File: src/rtl/lfo_ctrl.sv
// Sequencer for LFOgen: free-running sample strobe, zero-crossing freq commit,
// and one-LSB-per-step scale ramping so parameter changes never glitch the wave.
module lfo_ctrl #(
    parameter int CYCLES_PER_TICK = 136,
    parameter int RAMP_SAMPLES    = 64,
    parameter int XING_TIMEOUT    = 4096
) (
    input  logic        clk_i,
    input  logic        reset_ni,
    input  logic [3:0]  freqReq_i,
    input  logic [3:0]  scaleReq_i,
    input  logic [15:0] waveIn_i,
    input  logic        newVal_i,
    output logic        FIFOupdate_o,
    output logic [3:0]  freqSetting_o,
    output logic [3:0]  scaleFactor_o,
    output logic        busy_o
);

    localparam int TW  = (CYCLES_PER_TICK > 1) ? $clog2(CYCLES_PER_TICK) : 1;
    localparam int RW  = $clog2(RAMP_SAMPLES + 1);
    localparam int TOW = $clog2(XING_TIMEOUT + 1);

    localparam logic [TW-1:0]  TICK_LAST = TW'(CYCLES_PER_TICK - 1);
    localparam logic [RW-1:0]  RAMP_LAST = RW'(RAMP_SAMPLES - 1);
    localparam logic [TOW-1:0] TOUT_LAST = TOW'(XING_TIMEOUT - 1);

    typedef enum logic [1:0] {
        IDLE      = 2'd0,
        WAIT_XING = 2'd1,
        RAMP      = 2'd2
    } state_t;

    state_t         state;
    logic [TW-1:0]  tick_cnt;
    logic [RW-1:0]  ramp_cnt;
    logic [TOW-1:0] tout_cnt;
    logic [3:0]     freq_tgt;
    logic [3:0]     scale_tgt;
    logic           prev_sign;
    logic           xing;
    logic           timeout_hit;
    logic           flat;
    logic [3:0]     scale_step;

    // Sample strobe: free-running, independent of the sequencer state.
    always_ff @(posedge clk_i or negedge reset_ni) begin
        if (!reset_ni) begin
            tick_cnt     <= '0;
            FIFOupdate_o <= 1'b0;
        end else begin
            FIFOupdate_o <= (tick_cnt == TICK_LAST);
            tick_cnt     <= (tick_cnt == TICK_LAST) ? '0 : tick_cnt + 1'b1;
        end
    end

    always_ff @(posedge clk_i or negedge reset_ni) begin
        if (!reset_ni) begin
            freq_tgt  <= '0;
            scale_tgt <= '0;
            prev_sign <= 1'b0;
        end else begin
            freq_tgt  <= freqReq_i;
            scale_tgt <= scaleReq_i;
            if (newVal_i)
                prev_sign <= waveIn_i[15];
        end
    end

    // An exact zero sample counts as a crossing even without a sign change.
    assign xing        = newVal_i & ((waveIn_i[15] != prev_sign) | (waveIn_i == '0));
    assign timeout_hit = FIFOupdate_o & (tout_cnt == TOUT_LAST);
    assign flat        = (scaleFactor_o == 4'd0);

    always_comb begin
        scale_step = scaleFactor_o;
        if (scale_tgt > scaleFactor_o && scaleFactor_o != 4'hF)
            scale_step = scaleFactor_o + 4'd1;
        else if (scale_tgt < scaleFactor_o && scaleFactor_o != 4'h0)
            scale_step = scaleFactor_o - 4'd1;
    end

    always_ff @(posedge clk_i or negedge reset_ni) begin
        if (!reset_ni) begin
            state         <= IDLE;
            ramp_cnt      <= '0;
            tout_cnt      <= '0;
            freqSetting_o <= '0;
            scaleFactor_o <= '0;
        end else begin
            case (state)
                IDLE: begin
                    if (freq_tgt != freqSetting_o) begin
                        state    <= WAIT_XING;
                        tout_cnt <= '0;
                    end else if (scale_tgt != scaleFactor_o) begin
                        state    <= RAMP;
                        ramp_cnt <= '0;
                    end
                end
                WAIT_XING: begin
                    if (freq_tgt == freqSetting_o) begin
                        state <= IDLE;
                    end else if (xing || timeout_hit || flat) begin
                        freqSetting_o <= freq_tgt;
                        state         <= IDLE;
                    end else if (FIFOupdate_o) begin
                        tout_cnt <= tout_cnt + 1'b1;
                    end
                end
                RAMP: begin
                    // A pending freq change pre-empts the ramp; it resumes via IDLE.
                    if (freq_tgt != freqSetting_o) begin
                        state    <= WAIT_XING;
                        tout_cnt <= '0;
                        ramp_cnt <= '0;
                    end else if (scale_tgt == scaleFactor_o) begin
                        state <= IDLE;
                    end else if (FIFOupdate_o) begin
                        if (ramp_cnt == RAMP_LAST) begin
                            scaleFactor_o <= scale_step;
                            ramp_cnt      <= '0;
                        end else begin
                            ramp_cnt <= ramp_cnt + 1'b1;
                        end
                    end
                end
                default: state <= IDLE;
            endcase
        end
    end

    assign busy_o = (state != IDLE);

endmodule

File: config.mk
export PLATFORM = sky130hd
export DESIGN_NAME = lfo_ctrl
export DESIGN_NICKNAME = d
export VERILOG_FILES = /design/src/rtl/lfo_ctrl.sv
export SDC_FILE = /design/constraint.sdc
export NUM_CORES = 1
export LEC_CHECK = 0
export CORE_ASPECT_RATIO = 0.7
export CORE_MARGIN = 1.5
export CORE_UTILIZATION = 54
export CTS_CLUSTER_SIZE = 8
export DETAILED_ROUTE_END_ITERATION = 10
export HOLD_SLACK_MARGIN = 0.08
export PLACE_DENSITY = 0.82
export SLEW_MARGIN = 20
export SYNTH_ARGS = -nofsm -noshare
export SYNTH_HDL_FRONTEND = slang
export SYNTH_SLANG_ARGS = --single-unit
export TNS_END_PERCENT = 1
File: constraint.sdc
create_clock -name clk_i -period 3.12 [get_ports clk_i]
set_input_delay 0.624 -clock clk_i [delete_from_list [all_inputs] [get_ports clk_i]]
set_output_delay 0.624 -clock clk_i [all_outputs]
set_load 0.005 [all_outputs]
-- Yosys cells after proc, flatten, opt, wreduce, memory -nomap -nowiden
Cells that the tools add are included.
- bits in registers: 48
- bits in latches: 0
- RAM bits: 0
- bits in read-only memories: 0
- input port bits: 27
- memories kept: 0
- add/sub/neg operators: 5
- multipliers: 0
- divide/modulo/power cells: 0
- magnitude comparators: 2
- eq/ne operators: 22
- shifts and indexed selects: 0
- muxes and demuxes: 22
- bitwise operators: 6
- reduce and logical (&&, ||, !) cells: 18
- operator list (cell ; number):
    $mux 13 ; 4
    $mux 7 ; 6
    $pmux 13 s2 ; 1
    $logic_not 16->1 ; 1
    $ne 3x3->1 const B ; 5
    $pmux 7 s2 ; 1
    $add 13x1->13 const B ; 1
    $eq 13x12->1 const B ; 1
    $mux 2 ; 6
    $ne 2x2->1 const B ; 5
    $reduce_and 5->1 ; 2
    $add 8x1->8 const B ; 1
    $eq 4x4->1 ; 2
    $eq 8x8->1 const B ; 1
    $mux 4 ; 2
    $mux 8 ; 1
    $ne 4x4->1 ; 2
    $reduce_bool 2->1 ; 4
    $add 7x1->7 const B ; 1
    $eq 7x6->1 const B ; 1
    $pmux 2 s3 ; 1
    $reduce_and 3->1 ; 2
    $reduce_and 6->1 ; 1
    $add 4x1->4 const B ; 1
    17 further kinds ; 22

-- Depth between registers and ports, before layout
- depth in word-level cells: 8
- depth in mapped cells: 11
- gate-level depth less buffers: 11

-- Worst setup path after synthesis
Ideal clock, no wire load.
- path type: register -> register
- from: register scaleFactor_o[1]
- to: register scaleFactor_o[3]
- setup time: 0.080 ns
- data arrival time: 2.753 ns
- path slack: 0.287 ns
- cell stages (with the launch flop): 12
- clock period less this slack: 2.833 ns
- cell sequence: dfrtp_1 > inv_1 > ha_1 > nor2b_1 > o211a_1 > o21ai_0 > ha_1 > a21o_1 > a21o_1 > or4_1 > a21oi_1 > xnor2_1
- longest elaborated chain between the ends: 4
- elaborated cells on any way between the ends: 14
- those cells by class: 2 x add/sub; 2 x order compare; 2 x eq/ne; 2 x mux; 1 x bitwise; 5 x reduce/logical
- RTL lines (element ; line ; text):
    from (decl) ; 16 ; output logic [3:0] scaleFactor_o,
    from (signal assigned) ; 121 ; scaleFactor_o <= scale_step;
    $gt 4x4->1 (tied with other cells) ; 77 ; if (scale_tgt > scaleFactor_o && scaleFactor_o != 4'hF)
    $logic_and 1x1->1 (on tied branches) ; 77, 79 ;
    $reduce_bool 2->1 (no line) ; -- ;
    $reduce_and 6->1 (no line) ; -- ;
Several ways; a longest one is shown, not always the timed one. The select of a mux whose other input is x is not followed.
A chain may end at the register's enable or synchronous reset.

-- Final worst setup path
- from: register scaleFactor_o[2]
- to: register scaleFactor_o[3]
Same word-level chain as after synthesis.

==> flow_summary.html <==
<table>
<tr><th>Metric</th><th>Value</th></tr>
<tr><th colspan="2">Power and ir drop</th></tr>
<tr><td>Max rail drop VDD</td><td>between 0.5 and 0.6 mV</td></tr>
<tr><td>Power, Total</td><td>1.708 mW</td></tr>
<tr><td>Power density normalized to cell area</td><td>528.0 nW/um^2</td></tr>
<tr><td>Leakage Power</td><td>about 1.3 nW</td></tr>
<tr><th colspan="2">Routing</th></tr>
<tr><td>Number of remaining DRC errors</td><td>0</td></tr>
<tr><td>Via count</td><td>~2,200</td></tr>
<tr><td>Remaining number of nets flagged by the antenna check after routing</td><td>0</td></tr>
<tr><td>First drt pass iteration count</td><td>4</td></tr>
<tr><td>Detailed router's first-iteration violation count</td><td>177</td></tr>
<tr><td>Vias per cell</td><td>5.973</td></tr>
<tr><td>Average routed wire per standard cell</td><td>between 15 and 20 um</td></tr>
<tr><td>Final wirelength</td><td>between 5000 and 6000 um</td></tr>
<tr><th colspan="2">Min path</th></tr>
<tr><td>Min-delay worst type</td><td>input port to asynchronous set/reset pin</td></tr>
<tr><th colspan="2">Layout</th></tr>
<tr><td>Syn-to-layout area delta</td><td>21.12%</td></tr>
<tr><td>Layout Nets</td><td>roughly 340</td></tr>
<tr><td>Fill cell total of the finished layout</td><td>roughly 390</td></tr>
<tr><td>Area of all placed cells without fillers</td><td>between 3000 and 4000 um^2</td></tr>
<tr><td>Antenna diode count</td><td>0</td></tr>
<tr><td>Non-filler instance count after layout</td><td>between 300 and 400</td></tr>
<tr><td>Proportion of layout cells with a drive suffix above 1</td><td>0.09699</td></tr>
<tr><th colspan="2">Global routing</th></tr>
<tr><td>Pin count of the biggest net entering global routing</td><td>~50</td></tr>
<tr><td>Busiest metal layer after global routing</td><td>met2</td></tr>
<tr><td>Total congestion overflow after global routing</td><td>0</td></tr>
<tr><td>Met3 track demand over resource</td><td>0.05548</td></tr>
<tr><td>GRT Resource Usage Total</td><td>0.2392</td></tr>
<tr><td>Global-route wire length before repair</td><td>9756 um</td></tr>
<tr><td>Antenna violations before repair</td><td>0</td></tr>
<tr><td>Met1 track demand over resource</td><td>0.3395</td></tr>
<tr><td>Via count of the first global-routing pass</td><td>2,070</td></tr>
<tr><td>Grt met2 use</td><td>0.3621</td></tr>
<tr><th colspan="2">Timing</th></tr>
<tr><td>Timing-limited maximum frequency</td><td>around 340 MHz</td></tr>
<tr><td>Summed negative setup slack over all endpoints</td><td>0 ns</td></tr>
<tr><td>Tcrit/Tclk final</td><td>0.9360</td></tr>
<tr><td>Number of max-slew violations in the final report</td><td>0</td></tr>
<tr><td>Max-Slew Margin vs Limit</td><td>0.5970</td></tr>
<tr><td>Crit path time final</td><td>2.920 ns</td></tr>
<tr><td>Number of hold-slack violations in the final timing report</td><td>0</td></tr>
<tr><td>Final setup violating endpoints</td><td>0</td></tr>
<tr><td>Worst clock skew on the final layout</td><td>between 0.006 and 0.007 ns</td></tr>
<tr><td>Slew @ Worst Pin</td><td>0.5989 ns</td></tr>
<tr><th colspan="2">Yosys</th></tr>
<tr><td>Number of storage elements in the synthesis netlist</td><td>48</td></tr>
<tr><td>Fraction of the mapped netlist area in compound gates</td><td>0.1494</td></tr>
<tr><td>Count of synthesis-stage warnings from yosys</td><td>0</td></tr>
<tr><td>Main combinational cell family by area after synthesis</td><td>simple AND/OR/NAND/NOR gates</td></tr>
<tr><td>Simple-gate portion of the synthesized area</td><td>0.2403</td></tr>
<tr><td>Post-synth top cells</td><td>sky130_fd_sc_hd__dfrtp_1, sky130_fd_sc_hd__nand2_1, sky130_fd_sc_hd__nand3_1, sky130_fd_sc_hd__nor2_1, sky130_fd_sc_hd__a21oi_1</td></tr>
<tr><td>Cell count after synthesis</td><td>between 200 and 300</td></tr>
<tr><td>EDFF count, synth</td><td>0</td></tr>
<tr><td>Post-synth top area share</td><td>0.4496</td></tr>
<tr><td>Synthesized Nets</td><td>~300</td></tr>
<tr><td>Proportion of synthesized area in mux cells</td><td>0.03419</td></tr>
<tr><td>Syn avg cell area</td><td>between 10 and 15 um^2</td></tr>
<tr><td>Summed instance area of the synthesized netlist</td><td>roughly 2700 um^2</td></tr>
<tr><td>Most frequently used flop master after synthesis</td><td>sky130_fd_sc_hd__dfrtp_1</td></tr>
<tr><td>Most instantiated library cell after synthesis</td><td>sky130_fd_sc_hd__dfrtp_1</td></tr>
<tr><td>Largest cells by area after synthesis</td><td>sky130_fd_sc_hd__dfrtp_1, sky130_fd_sc_hd__ha_1, sky130_fd_sc_hd__nand3_1, sky130_fd_sc_hd__xnor2_1, sky130_fd_sc_hd__nand2_1</td></tr>
<tr><td>Parity-gate share of the synthesized area counting xor and xnor cells</td><td>0.04918</td></tr>
<tr><td>Share of synthesized cell area in full adder, half adder and majority cells</td><td>0.04965</td></tr>
<tr><td>Sequential fraction of the synthesis area</td><td>0.4496</td></tr>
<tr><td>Synth async-reset ratio</td><td>1.000</td></tr>
<tr><td>Number of different library cells in the post-synthesis netlist</td><td>63</td></tr>
<tr><td>Cell type with the highest aggregate area in the netlist</td><td>sky130_fd_sc_hd__dfrtp_1</td></tr>
<tr><th colspan="2">Clock tree</th></tr>
<tr><td>CTS Root Cell</td><td>sky130_fd_sc_hd__clkbuf_8</td></tr>
<tr><td>Clock sink total</td><td>48</td></tr>
<tr><td>Maximum root-to-sink buffer count</td><td>2</td></tr>
<tr><td>Clock-pin transition on the worst setup and hold timing paths</td><td>roughly 0.090 ns</td></tr>
<tr><td>TritonCTS buffer count</td><td>5</td></tr>
<tr><td>Buffers inserted during post-CTS setup optimization</td><td>0</td></tr>
<tr><td>Later-pin clock latency in the skew report</td><td>between 0.3 and 0.4 ns</td></tr>
<tr><td>CTS HTree Levels</td><td>2</td></tr>
<tr><td>Clock tree from TritonCTS</td><td>built</td></tr>
<tr><th colspan="2">Placement</th></tr>
<tr><td>HPWL after detailed placement</td><td>approximately 4100 um</td></tr>
<tr><td>Count of port buffers added during placement</td><td>36</td></tr>
<tr><td>Area after DPL</td><td>around 3100 um^2</td></tr>
<tr><td>Routability Congestion</td><td>0.8826</td></tr>
<tr><td>Post-placement cell count</td><td>between 300 and 400</td></tr>
<tr><th colspan="2">Critical path</th></tr>
<tr><td>Worst-path maximum fanout</td><td>5</td></tr>
<tr><td>Worst R2R End</td><td>scaleFactor_o[3]$_DFFE_PN0P_</td></tr>
<tr><td>Worst Path Buf+Inv</td><td>1</td></tr>
<tr><td>Worst r2r path cells</td><td>11</td></tr>
<tr><td>Sequence of cells on the critical path</td><td>inv_1, ha_1, and4_1, a41oi_2, o21ai_2, ha_1, a21o_1, a21o_1, or4_1, a21oi_1, xnor2_1</td></tr>
<tr><td>Last element of the critical path</td><td>scaleFactor_o[3]$_DFFE_PN0P_</td></tr>
<tr><td>Worst EP arrival</td><td>3.16 ns</td></tr>
<tr><td>Crit path depth</td><td>11</td></tr>
<tr><td>Element type at the critical path start</td><td>flop</td></tr>
<tr><td>R2R setup slack</td><td>0.20 ns</td></tr>
<tr><td>CP max stage cell</td><td>sky130_fd_sc_hd__dfrtp_1</td></tr>
<tr><td>Stage delay of the slowest cell on the critical path</td><td>around 0.46 ns</td></tr>
<tr><td>Crit path capture type</td><td>flop</td></tr>
<tr><td>Launch point of the worst path</td><td>scaleFactor_o[2]$_DFFE_PN0P_</td></tr>
<tr><td>Reg-to-reg startpoint</td><td>scaleFactor_o[2]$_DFFE_PN0P_</td></tr>
<tr><td>Data required time of the worst path</td><td>roughly 3.4 ns</td></tr>
<tr><td>Top cell family by delay on the critical path</td><td>compound AO/OA/AOI/OAI gates</td></tr>
<tr><td>Startpoint-to-endpoint class of the critical path</td><td>flop to flop</td></tr>
<tr><th colspan="2">Die</th></tr>
<tr><td>Initial cell density of the core</td><td>0.5586</td></tr>
<tr><td>Overall die area</td><td>about 5400 um^2</td></tr>
<tr><td>DIE WIDTH</td><td>between 80 and 90 um</td></tr>
<tr><td>Row count</td><td>21</td></tr>
<tr><td>Core Footprint</td><td>roughly 4800 um^2</td></tr>
<tr><td>I/O pin cnt</td><td>37</td></tr>
<tr><td>Die boundary height</td><td>a little over 60 um</td></tr>
<tr><th colspan="2">Job</th></tr>
<tr><td>Count of maximum capacitance violations</td><td>0</td></tr>
<tr><th colspan="2">Outcome</th></tr>
<tr><td>Outcome</td><td>finished, final reports clean</td></tr>
</table>
## where the power goes
| part | switching [mW] | internal, mW |
|---|---|---|
| logic | 0.248 | 0.224 |
| clock network | 0.228 | 0.242 |
| registers | 0.0797 | 0.688 |
| total | 0.555 | 1.15 |
## per-layer routing
metal / vias to the layer above / routed length [um]
met4: 0 / 87
met3: 6 / 415
li1: 1049 / -
met2: 85 / 2489
met1: 1058 / 2709
met5: - / 0
## metrics by stage
step,worst slack (ns),util,hold slack [ns]
after floorplan,0.2866,-,0.3284
final,0.1998,0.6766,0.3041
after detailed placement,0.07791,0.6497,0.4857
after global routing,-0.002199,0.6766,0.3671
after global placement,0.1705,0.6497,0.4706
after CTS,0.04222,0.6737,0.5019
## state kept, by name, summed over array words and instances (netlist names)
name / count
prev_sign: 1
tick_cnt: 8
scale_tgt: 4
ramp_cnt: 7
FIFOupdate_o: 1
scaleFactor_o: 4
tout_cnt: 13
freqSetting_o: 4
freq_tgt: 4
state: 2
## layout make-up
cell class | count | area [um^2] | share of cell area
multi-input cells | 195 | 1408 | 0.4350
flip-flops and latches | 48 | 1201 | 0.3712
repair buffers | 42 | 402.9 | 0.1245
well taps | 69 | 86.33 | 0.02668
clock buffers | 5 | 68.82 | 0.02127
clock inverters | 3 | 46.29 | 0.01431
inverters | 6 | 22.52 | 0.006961
## logic make-up after synthesis
kind of cell	count (synthesis)
flops	48
xor+xnor	15
compound gates	52
mux	8
simple gates	110
buf+inv	16
fa+ha+maj	10
## placed cells by master (no fill, tap or decap), drive strengths merged, types with 2 or more instances in the layout
master,Yosys,routed
xor2,6,6
nor2b,2,2
a41oi,2,2
nand2,21,21
o211ai,4,4
xnor2,9,9
nor2,12,12
mux2,6,6
mux2i,2,2
and3,5,5
buf,4,7
nor3b,4,4
and2,2,2
a311oi,2,2
a31oi,4,4
or2,3,3
nand2b,2,2
or4,6,6
nor3,5,5
a22o,2,2
nand3,20,20
a21o,3,3
inv,6,7
clkbuf,6,5
nor4,7,7
o21ai,10,10
ha,9,9
nand4b,2,2
nand4,8,8
or3,2,2
dfrtp,48,48
nor4b,2,2
o311ai,4,4
nand3b,3,3
a21oi,10,10
and4,3,3
clkdlybuf4s50,0,35
## how the worst min path moves through the flow
stage                                         to  depth (start not counted)
CTS                        tick_cnt[0]$_DFF_PN0_                          1
detailed placement       ramp_cnt[6]$_DFFE_PN0P_                          1
finish              scaleFactor_o[2]$_DFFE_PN0P_                          1
global placement           tick_cnt[0]$_DFF_PN0_                          1
global route              scale_tgt[0]$_DFF_PN0_                          1
floorplan                 FIFOupdate_o$_DFF_PN0_                          0
## timing repair
item                                    CTS  global route
hold buffers                              0             0
endpoints found under the setup margin    0             1
resized for setup                         0             3
(Power assumes the default switching activity.)
